## src/rtl/seg_scan_driver.sv

```systemverilog
// Time-multiplexed scan driver for an 8-digit common-anode 7-segment display.
// Optional digit blinking is compiled in with `define SEG_SCAN_BLINK_EN.
module seg_scan_driver #(
  parameter int CLK_HZ     = 100_000_000,
  parameter int SCAN_HZ    = 1000,
  parameter int DEAD_CYC   = 4,
  parameter int NUM_DIGITS = 8,
  parameter int BLINK_HZ   = 2
) (
  input  logic                    clk,
  input  logic                    rst,
  input  logic [4*NUM_DIGITS-1:0] digits_in,
  input  logic [NUM_DIGITS-1:0]   blank_in,
  input  logic [NUM_DIGITS-1:0]   dp_in,
  input  logic [NUM_DIGITS-1:0]   blink_in,
  output logic [3:0]              num_out,
  output logic                    dp_out,
  output logic [NUM_DIGITS-1:0]   an_out,
  output logic                    frame_done
);

  localparam int SCAN_DIV = CLK_HZ / SCAN_HZ;
  localparam int SLOT_W   = (SCAN_DIV > 1) ? $clog2(SCAN_DIV) : 1;
  localparam int DIG_W    = (NUM_DIGITS > 1) ? $clog2(NUM_DIGITS) : 1;

  localparam logic [SLOT_W-1:0] SLOT_LAST = SLOT_W'(SCAN_DIV - 1);
  localparam logic [SLOT_W-1:0] DEAD_END  = SLOT_W'(DEAD_CYC);
  localparam logic [DIG_W-1:0]  DIG_LAST  = DIG_W'(NUM_DIGITS - 1);

  if (DEAD_CYC < 2 || DEAD_CYC > SCAN_DIV - 2) begin : g_bad_dead_cyc
    $error("seg_scan_driver: DEAD_CYC must lie in 2..SCAN_DIV-2");
  end
  if (BLINK_HZ < 1 || CLK_HZ < 2 * BLINK_HZ) begin : g_bad_blink_hz
    $error("seg_scan_driver: BLINK_HZ must be in 1..CLK_HZ/2");
  end

  typedef enum logic {
    S_DEAD = 1'b0,
    S_ON   = 1'b1
  } slot_state_t;

  logic [SLOT_W-1:0] slot_cnt;
  logic [SLOT_W-1:0] slot_next;
  logic [DIG_W-1:0]  digit_idx;
  logic [DIG_W-1:0]  digit_next;
  logic              slot_wrap;
  logic              frame_start;
  logic              frame_end;

  slot_state_t       state_q;
  slot_state_t       state_next;

  logic [NUM_DIGITS-1:0][3:0] shadow_digits;
  logic [NUM_DIGITS-1:0]      shadow_dp;
  logic [NUM_DIGITS-1:0]      shadow_blank;
  logic [NUM_DIGITS-1:0]      eff_blank;

  logic [NUM_DIGITS-1:0] an_p0;
  logic [3:0]            num_p0;
  logic                  dp_p0;
  logic                  done_p0;

  // Slot / digit position
  always_comb begin
    slot_wrap   = (slot_cnt == SLOT_LAST);
    frame_start = (slot_cnt == '0) && (digit_idx == '0);
    frame_end   = slot_wrap && (digit_idx == DIG_LAST);
    slot_next   = slot_wrap ? '0 : slot_cnt + 1'b1;
    digit_next  = digit_idx;
    if (slot_wrap) begin
      digit_next = (digit_idx == DIG_LAST) ? '0 : digit_idx + 1'b1;
    end
  end

  always_ff @(posedge clk) begin
    if (rst) begin
      slot_cnt  <= '0;
      digit_idx <= '0;
    end else begin
      slot_cnt  <= slot_next;
      digit_idx <= digit_next;
    end
  end

  // Slot FSM: register tracks the DEAD/ON decode of slot_cnt cycle for cycle
  always_ff @(posedge clk) begin
    if (rst) begin
      state_q <= S_DEAD;
    end else begin
      state_q <= state_next;
    end
  end

  always_comb begin
    state_next = (slot_next < DEAD_END) ? S_DEAD : S_ON;
  end

  // Frame latch: inputs are captured only at the top of a frame to avoid tearing
  always_ff @(posedge clk) begin
    if (rst) begin
      shadow_digits <= '0;
      shadow_dp     <= '0;
      shadow_blank  <= '1;
    end else if (frame_start) begin
      shadow_digits <= digits_in;
      shadow_dp     <= dp_in;
      shadow_blank  <= blank_in;
    end
  end

`ifdef SEG_SCAN_BLINK_EN
  localparam int BLINK_DIV = CLK_HZ / (2 * BLINK_HZ);
  localparam int BLINK_W   = (BLINK_DIV > 1) ? $clog2(BLINK_DIV) : 1;
  localparam logic [BLINK_W-1:0] BLINK_LAST = BLINK_W'(BLINK_DIV - 1);

  logic [BLINK_W-1:0]    blink_cnt;
  logic                  blink_phase;
  logic [NUM_DIGITS-1:0] shadow_blink;

  // Free-running blink timebase, independent of scan position
  always_ff @(posedge clk) begin
    if (rst) begin
      blink_cnt   <= '0;
      blink_phase <= 1'b0;
    end else if (blink_cnt == BLINK_LAST) begin
      blink_cnt   <= '0;
      blink_phase <= ~blink_phase;
    end else begin
      blink_cnt   <= blink_cnt + 1'b1;
    end
  end

  always_ff @(posedge clk) begin
    if (rst) begin
      shadow_blink <= '0;
    end else if (frame_start) begin
      shadow_blink <= blink_in;
    end
  end

  assign eff_blank = shadow_blank | ({NUM_DIGITS{blink_phase}} & shadow_blink);
`else
  logic unused_blink;

  assign unused_blink = ^blink_in;
  assign eff_blank    = shadow_blank;
`endif

  // Output decode; num/dp depend only on digit_idx and shadow, so they move in DEAD
  always_comb begin
    an_p0 = '1;
    if (state_q == S_ON && !eff_blank[digit_idx]) begin
      an_p0[digit_idx] = 1'b0;
    end
    num_p0  = shadow_digits[digit_idx];
    dp_p0   = ~shadow_dp[digit_idx];
    done_p0 = frame_end;
  end

  // Output register stage
  always_ff @(posedge clk) begin
    if (rst) begin
      an_out     <= '1;
      num_out    <= '0;
      dp_out     <= 1'b1;
      frame_done <= 1'b0;
    end else begin
      an_out     <= an_p0;
      num_out    <= num_p0;
      dp_out     <= dp_p0;
      frame_done <= done_p0;
    end
  end

endmodule

```

## config.mk

```make
export PLATFORM = sky130hd
export DESIGN_NAME = seg_scan_driver
export DESIGN_NICKNAME = d
export VERILOG_FILES = /design/src/rtl/seg_scan_driver.sv
export SDC_FILE = /design/constraint.sdc
export NUM_CORES = 1
export LEC_CHECK = 0
export ABC_AREA = 1
export CORE_AREA = 3 3 113 126
export CTS_CLUSTER_DIAMETER = 50
export CTS_CLUSTER_SIZE = 24
export DETAILED_ROUTE_END_ITERATION = 8
export DIE_AREA = 0 0 116 129
export SLEW_MARGIN = 25
export SYNTH_ARGS = -nofsm -noshare
export SYNTH_HDL_FRONTEND = slang
export SYNTH_SLANG_ARGS = --single-unit
```

## constraint.sdc

```tcl
create_clock -name clk -period 2 [get_ports clk]
set_input_delay 0.4 -clock clk [delete_from_list [all_inputs] [get_ports clk]]
set_output_delay 0.4 -clock clk [all_outputs]
set_load 0.05 [all_outputs]
```

==> impl_metrics.ini, run 1 <==
[final_layout]
n_fill_cell = 1382
diodes = 0
area_delta_synth_final_pct = 31.8
layout_common_cells = 83 x dfxtp_1, 76 x nand2_1, 69 x nor2_1
multiInputGateArea_um2 = 1660
stdcell_count = 734
drive_gt1_share_pct = 6.28
final_nets = 631
final_common_cell = dfxtp_1
register_area_um2 = 1660

[synthesis]
synth_top_cell_by_area = dfxtp_1
postSynthAreaPerCell_um2 = 7.28
yosysWarnings = 0
synthesis.nets = 563
ys_ff_latch = 83
ys_seq_area_share_pct = 45.7
synth_cell_types = 31
syn_area_um2 = 3640
yosysTopAreaCellShare_pct = 45.7
synth_cells = 500
synth_top_cells_by_area = dfxtp_1 46%, nand2_1 7.8%, nor2_1 7.1%

[timing]
rsz0062_at_grt = false
timing.slew.headroom_pct = 65.8
setup_viol = 0
finalHoldViolCount = 0
timing.final.crit_share_pct = 94.8
tns_ps = 0
timing.fmax_mhz = 528
fin_skew_ps = 7.67
whs_ps = 457
tightest_slew_ps = 512
slew_violations = 0
min_period_ps = 1900

[routing]
routed_via_density = 4.78
drt_iter0_drc = 150
drc = 0
route.vias.total = 3506
routedWlPerCell_um = 13.6
postRouteAntennaNets = 0
routed_wl_mm = 9.99
drtPass1Iterations = 5

[clock_network]
cts_made_buffers = 9
clock_path_buffers = 2
cts_tree = done
cts-root-buf = clkbuf_16
clk_pin_slew_worst_paths_ps = 60
cts_max_level = 3
insertion_delay_ps = 340
clock-sinks = 83
hold_buffers = 0

[global_route]
grt_pass1_wl_mm = 16.4
grt_max_degree = 70
antenna_found_initial = 0
grt_pass1_vias = 3430
grt_usage_pct = 13.8
grt_overflow = 0

[setup_path]
cp.depth = 1
cp_slowest_cell = clkdlybuf4s50_1
cpPeakStageDelay_ps = 810
path_max_fanout = 1
critPathLaunchType = flop
crit_buf_inv = 1
rr_worst_depth = 6
end_kind = output port
worst_ep_arrival_time_ps = 1500
required_ps = 1600
path_cells = clkdlybuf4s50_1
critPathKind = reg -> out
path_delay_family = buffers and inverters

[placement]
place_congestion = 0.872
placed_cells = 718
hpwlAfterDp_mm = 7.46
port-buffer-count = 63

[die]
initial_core_util_pct = 27.8
coreArea_um2 = 13100
die-height_um = 129
die_area_um2 = 15000
ios = 72
die_w_um = 116
fp-row-count = 44

[power_and_ir_drop]
ir_drop_uv = 348
total_power_mw = 4.06
power_density_nw_per_um2 = 847
power_leakage_nw = 1.95

[worst_hold_path]
hold_depth = 2
hold_class = reg -> reg

[status]
status = finished, final reports clean

[job]
cap_violations = 0
-- cell usage after synthesis --
library cell,number
a211oi_1,1
inv_2,2
a221oi_1,3
a21oi_1,51
inv_1,60
buf_2,3
o2bb2ai_1,1
ha_1,5
nand2_1,76
a22o_1,1
o22ai_1,10
o21bai_1,2
nand3_1,46
nor4_4,2
a31oi_1,1
a41oi_1,1
a211oi_2,1
nor2_1,69
dfxtp_1,83
clkbuf_1,14
nand2_2,1
nand4_1,10
nand3b_1,1
buf_6,2
nor3_1,4
xor2_1,1
xnor2_1,1
o21ai_0,44
a22oi_1,2
nor2_2,1
o2111ai_1,1
-- logic make-up (layout without fill, tap and decap cells) --
group	after synthesis	count (layout)	share of synthesized area, %
buffers and inverters	81	154	8.87
adders and majority gates	5	5	1.72
xor gates and xnor gates	2	2	0.481
DFF	83	83	45.7
AOI/OAI and AO/OA	119	119	18.0
and+or+nand+nor	210	210	25.3
-- layer usage --
| layer | GRT usage (%) | share of wire [%] |
|---|---|---|
| met1 | 16.8 | 43 |
| met2 | 23.6 | 50 |
| met3 | 2.73 | 3.9 |
| met4 | 6.21 | 2.7 |
| met5 | 0 | 0 |
-- path summary, 6_finish.rpt --
check / slack [ps] / to / from
max: 100 / num_out[3] / num_out[3]
min: 460 / shadow_digits[4] / shadow_digits[4]
max reg2reg: 160 / an_out[0] / digit_idx[2]
min reg2reg: 460 / shadow_digits[4] / shadow_digits[4]
-- state kept, by name, summed over array words and instances (netlist names) --
name           cells
digit_idx          3
shadow_dp          8
slot_cnt          17
an_out             8
shadow_digits     32
num_out            4
eff_blank          8
state_q            1
frame_done         1
dp_out             1
-- final cells by class --
type	count	share of cell area, %
flip-flops and latches	83	34.6
multi-input cells	336	34.5
repair buffers	76	15.4
clock buffers	11	5.06
inverters	62	4.85
well taps	161	4.20
clock inverters	5	1.28
-- report_power, final --
| group | total, mW | internal (mW) | switching, mW | leakage [nW] |
|---|---|---|---|---|
| Sequential | 1.86 | 1.80 | 0.0636 | 0.683 |
| Combinational | 0.527 | 0.233 | 0.294 | 1.12 |
| Clock | 1.67 | 1.01 | 0.668 | 0.138 |
-- metrics by stage --
stage | setup WS (ps) | util (%) | cell area [um^2]
after floorplan | 238 | - | 3640
after global placement | 189 | 34.3 | 4490
after detailed placement | 159 | 34.3 | 4490
after CTS | 89.7 | 36.6 | 4800
after global routing | 32.6 | 36.6 | 4800
final | 104 | 36.6 | 4800
-- what timing repair did --
| action | in CTS | in global routing |
|---|---|---|
| endpoints found under the setup margin | 0 | 1 |
| gates resized for setup | 0 | 1 |
| setup buffers | 0 | 0 |
(Power assumes the default switching activity.)
==> run 2: changes to the inputs <==
--- a/config.mk
+++ b/config.mk
@@ -12,5 +12,5 @@
 export DETAILED_ROUTE_END_ITERATION = 8
 export DIE_AREA = 0 0 116 129
-export SLEW_MARGIN = 25
+export SLEW_MARGIN = 20
 export SYNTH_ARGS = -nofsm -noshare
 export SYNTH_HDL_FRONTEND = slang
==> constraint.sdc (replaced) <==
create_clock -name clk -period 2 [get_ports clk]
set_input_delay 0.2 -clock clk [delete_from_list [all_inputs] [get_ports clk]]
set_output_delay 0.2 -clock clk [all_outputs]
set_load 0.05 [all_outputs]
==> impl_metrics.ini, run 2 (synthesis gave the netlist of run 1 again) <==
[worst_hold_path]
hold_depth = 2
hold_class = reg -> reg
worstHoldEndpoint = shadow_digits[21]
hp-start = shadow_digits[21]

[clock_network]
clk_pin_slew_worst_paths_ps = 60
clock-sinks = 83
cts_made_buffers = 9
insertion_delay_ps = 330
hold_buffers = 0
cts_max_level = 3
cts_tree = done
cts-root-buf = clkbuf_16
clock_path_buffers = 2

[global_route]
antenna_found_initial = 0
grt_max_degree = 70
grt_pass1_wl_mm = 16.5
grt_usage_pct = 14.3
grt_pass1_vias = 3310
grt_overflow = 0

[final_layout]
layout_common_cells = 83 x dfxtp_1, 76 x nand2_1, 69 x nor2_1
largest_register_ff_count = 32
final_common_cell = dfxtp_1
final_nets = 633
stdcell_count = 735
drive_gt1_share_pct = 6.62
largest-register = shadow_digits
finalInstanceArea_um2 = 4800
diodes = 0
reg.largest.list = shadow_digits (32), slot_cnt (17)
area_delta_synth_final_pct = 31.9
n_fill_cell = 1345
register_area_um2 = 1660
multiInputGateArea_um2 = 1660

[setup_path]
critPathKind = reg -> reg
path_delay_family = simple AND/OR/NAND/NOR gates
end_kind = flop
required_ps = 2220
cpPeakStageDelay_ps = 310
rr_worst_depth = 8
r2r_setup_slack_ps = 220
worst_ep_arrival_time_ps = 2000
r2r-start = digit_idx[0]
path_cells = inv_1 > ha_1 > nand4_1 > nor4_4 > nand2_2 > buf_12 > o21ai_0 > nor2_1
critPathLaunchType = flop
crit_buf_inv = 2
path_max_fanout = 69
cp_slowest_cell = dfxtp_1
timing.rr.end = shadow_dp[6]

[timing]
timing.slew.headroom_pct = 65.8
finalHoldViolCount = 0
timing.fmax_mhz = 563
min_period_ps = 1780
setup_viol = 0
rsz0062_at_grt = false
timing.final.crit_share_pct = 88.8
tightest_slew_ps = 511
slew_violations = 0
tns_ps = 0
fin_skew_ps = 4.67

[die]
die_area_um2 = 15000
coreArea_um2 = 13100
fp-row-count = 44
die_w_um = 116
die-height_um = 129
initial_core_util_pct = 27.8
ios = 72

[routing]
routed_via_density = 4.74
drt_iter0_drc = 242
postRouteAntennaNets = 0
drc = 0
routed_wl_mm = 10.2
route.vias.total = 3487
routedWlPerCell_um = 13.9
drtPass1Iterations = 4

[placement]
placed_cells = 720
place_congestion = 0.916
port-buffer-count = 63
hpwlAfterDp_mm = 7.61
placed_cell_area_um2 = 4510

[power_and_ir_drop]
power_density_nw_per_um2 = 839
power_leakage_nw = 1.97
total_power_mw = 4.03
ir_drop_uv = 399

[status]
status = finished, final reports clean

[job]
cap_violations = 0
run 2: report_power, final:
group          switching (mW)  internal (mW)  leakage [nW]
registers              0.0629           1.80         0.683
logic                   0.298          0.236          1.13
clock network           0.643          0.989         0.148
run 2: area by class of cell:
| cell class | instances | area share [%] |
|---|---|---|
| clock buffer | 10 | 4.98 |
| clock inverter | 5 | 1.12 |
| inverter | 62 | 4.85 |
| multi-input combinational | 336 | 34.5 |
| sequential | 83 | 34.6 |
| tap | 161 | 4.20 |
| timing repair buffer | 78 | 15.7 |
run 2: through the flow:
step                hold WS, ps  setup WS, ps  utilization, %
floorplan                   357           238               -
global placement            441           258            34.4
detailed placement          444           264            34.4
CTS                         458           208            36.6
global route                476          25.2            36.6
finish                      455           223            36.6
run 2: what timing repair did:
action                                  CTS  global route
resized for setup                         0             1
endpoints found under the setup margin    0             1
buffers inserted                          0             0
run 2: worst max path at each step:
stage	startpoint	to	slack (ps)	depth (start not counted)
floorplan	digit_idx[0]	shadow_digits[21]	240	8
detailed placement	slot_cnt[0]	state_q	260	12
finish	digit_idx[0]	shadow_dp[6]	220	8
CTS	slot_cnt[0]	state_q	210	12
global placement	slot_cnt[0]	state_q	260	12
global route	slot_cnt[1]	state_q	30	12
run 2: worst reg2reg max path: cells and delay by family (launching register included):
family,cells,cell delay (ps)
and+or+nand+nor,4,550
AOI/OAI and AO/OA,1,250
buffers and inverters,2,370
DFF,1,310
adders and majority gates,1,190
run 2: routing by layer:
metal / routed length [um] / track usage (%) / share of wire [%]
met3: 429 / 2.68 / 4.2
met4: 207 / 5.67 / 2.0
met2: 5100 / 24.9 / 50
met1: 4490 / 17.2 / 44
met5: 0 / 0 / 0
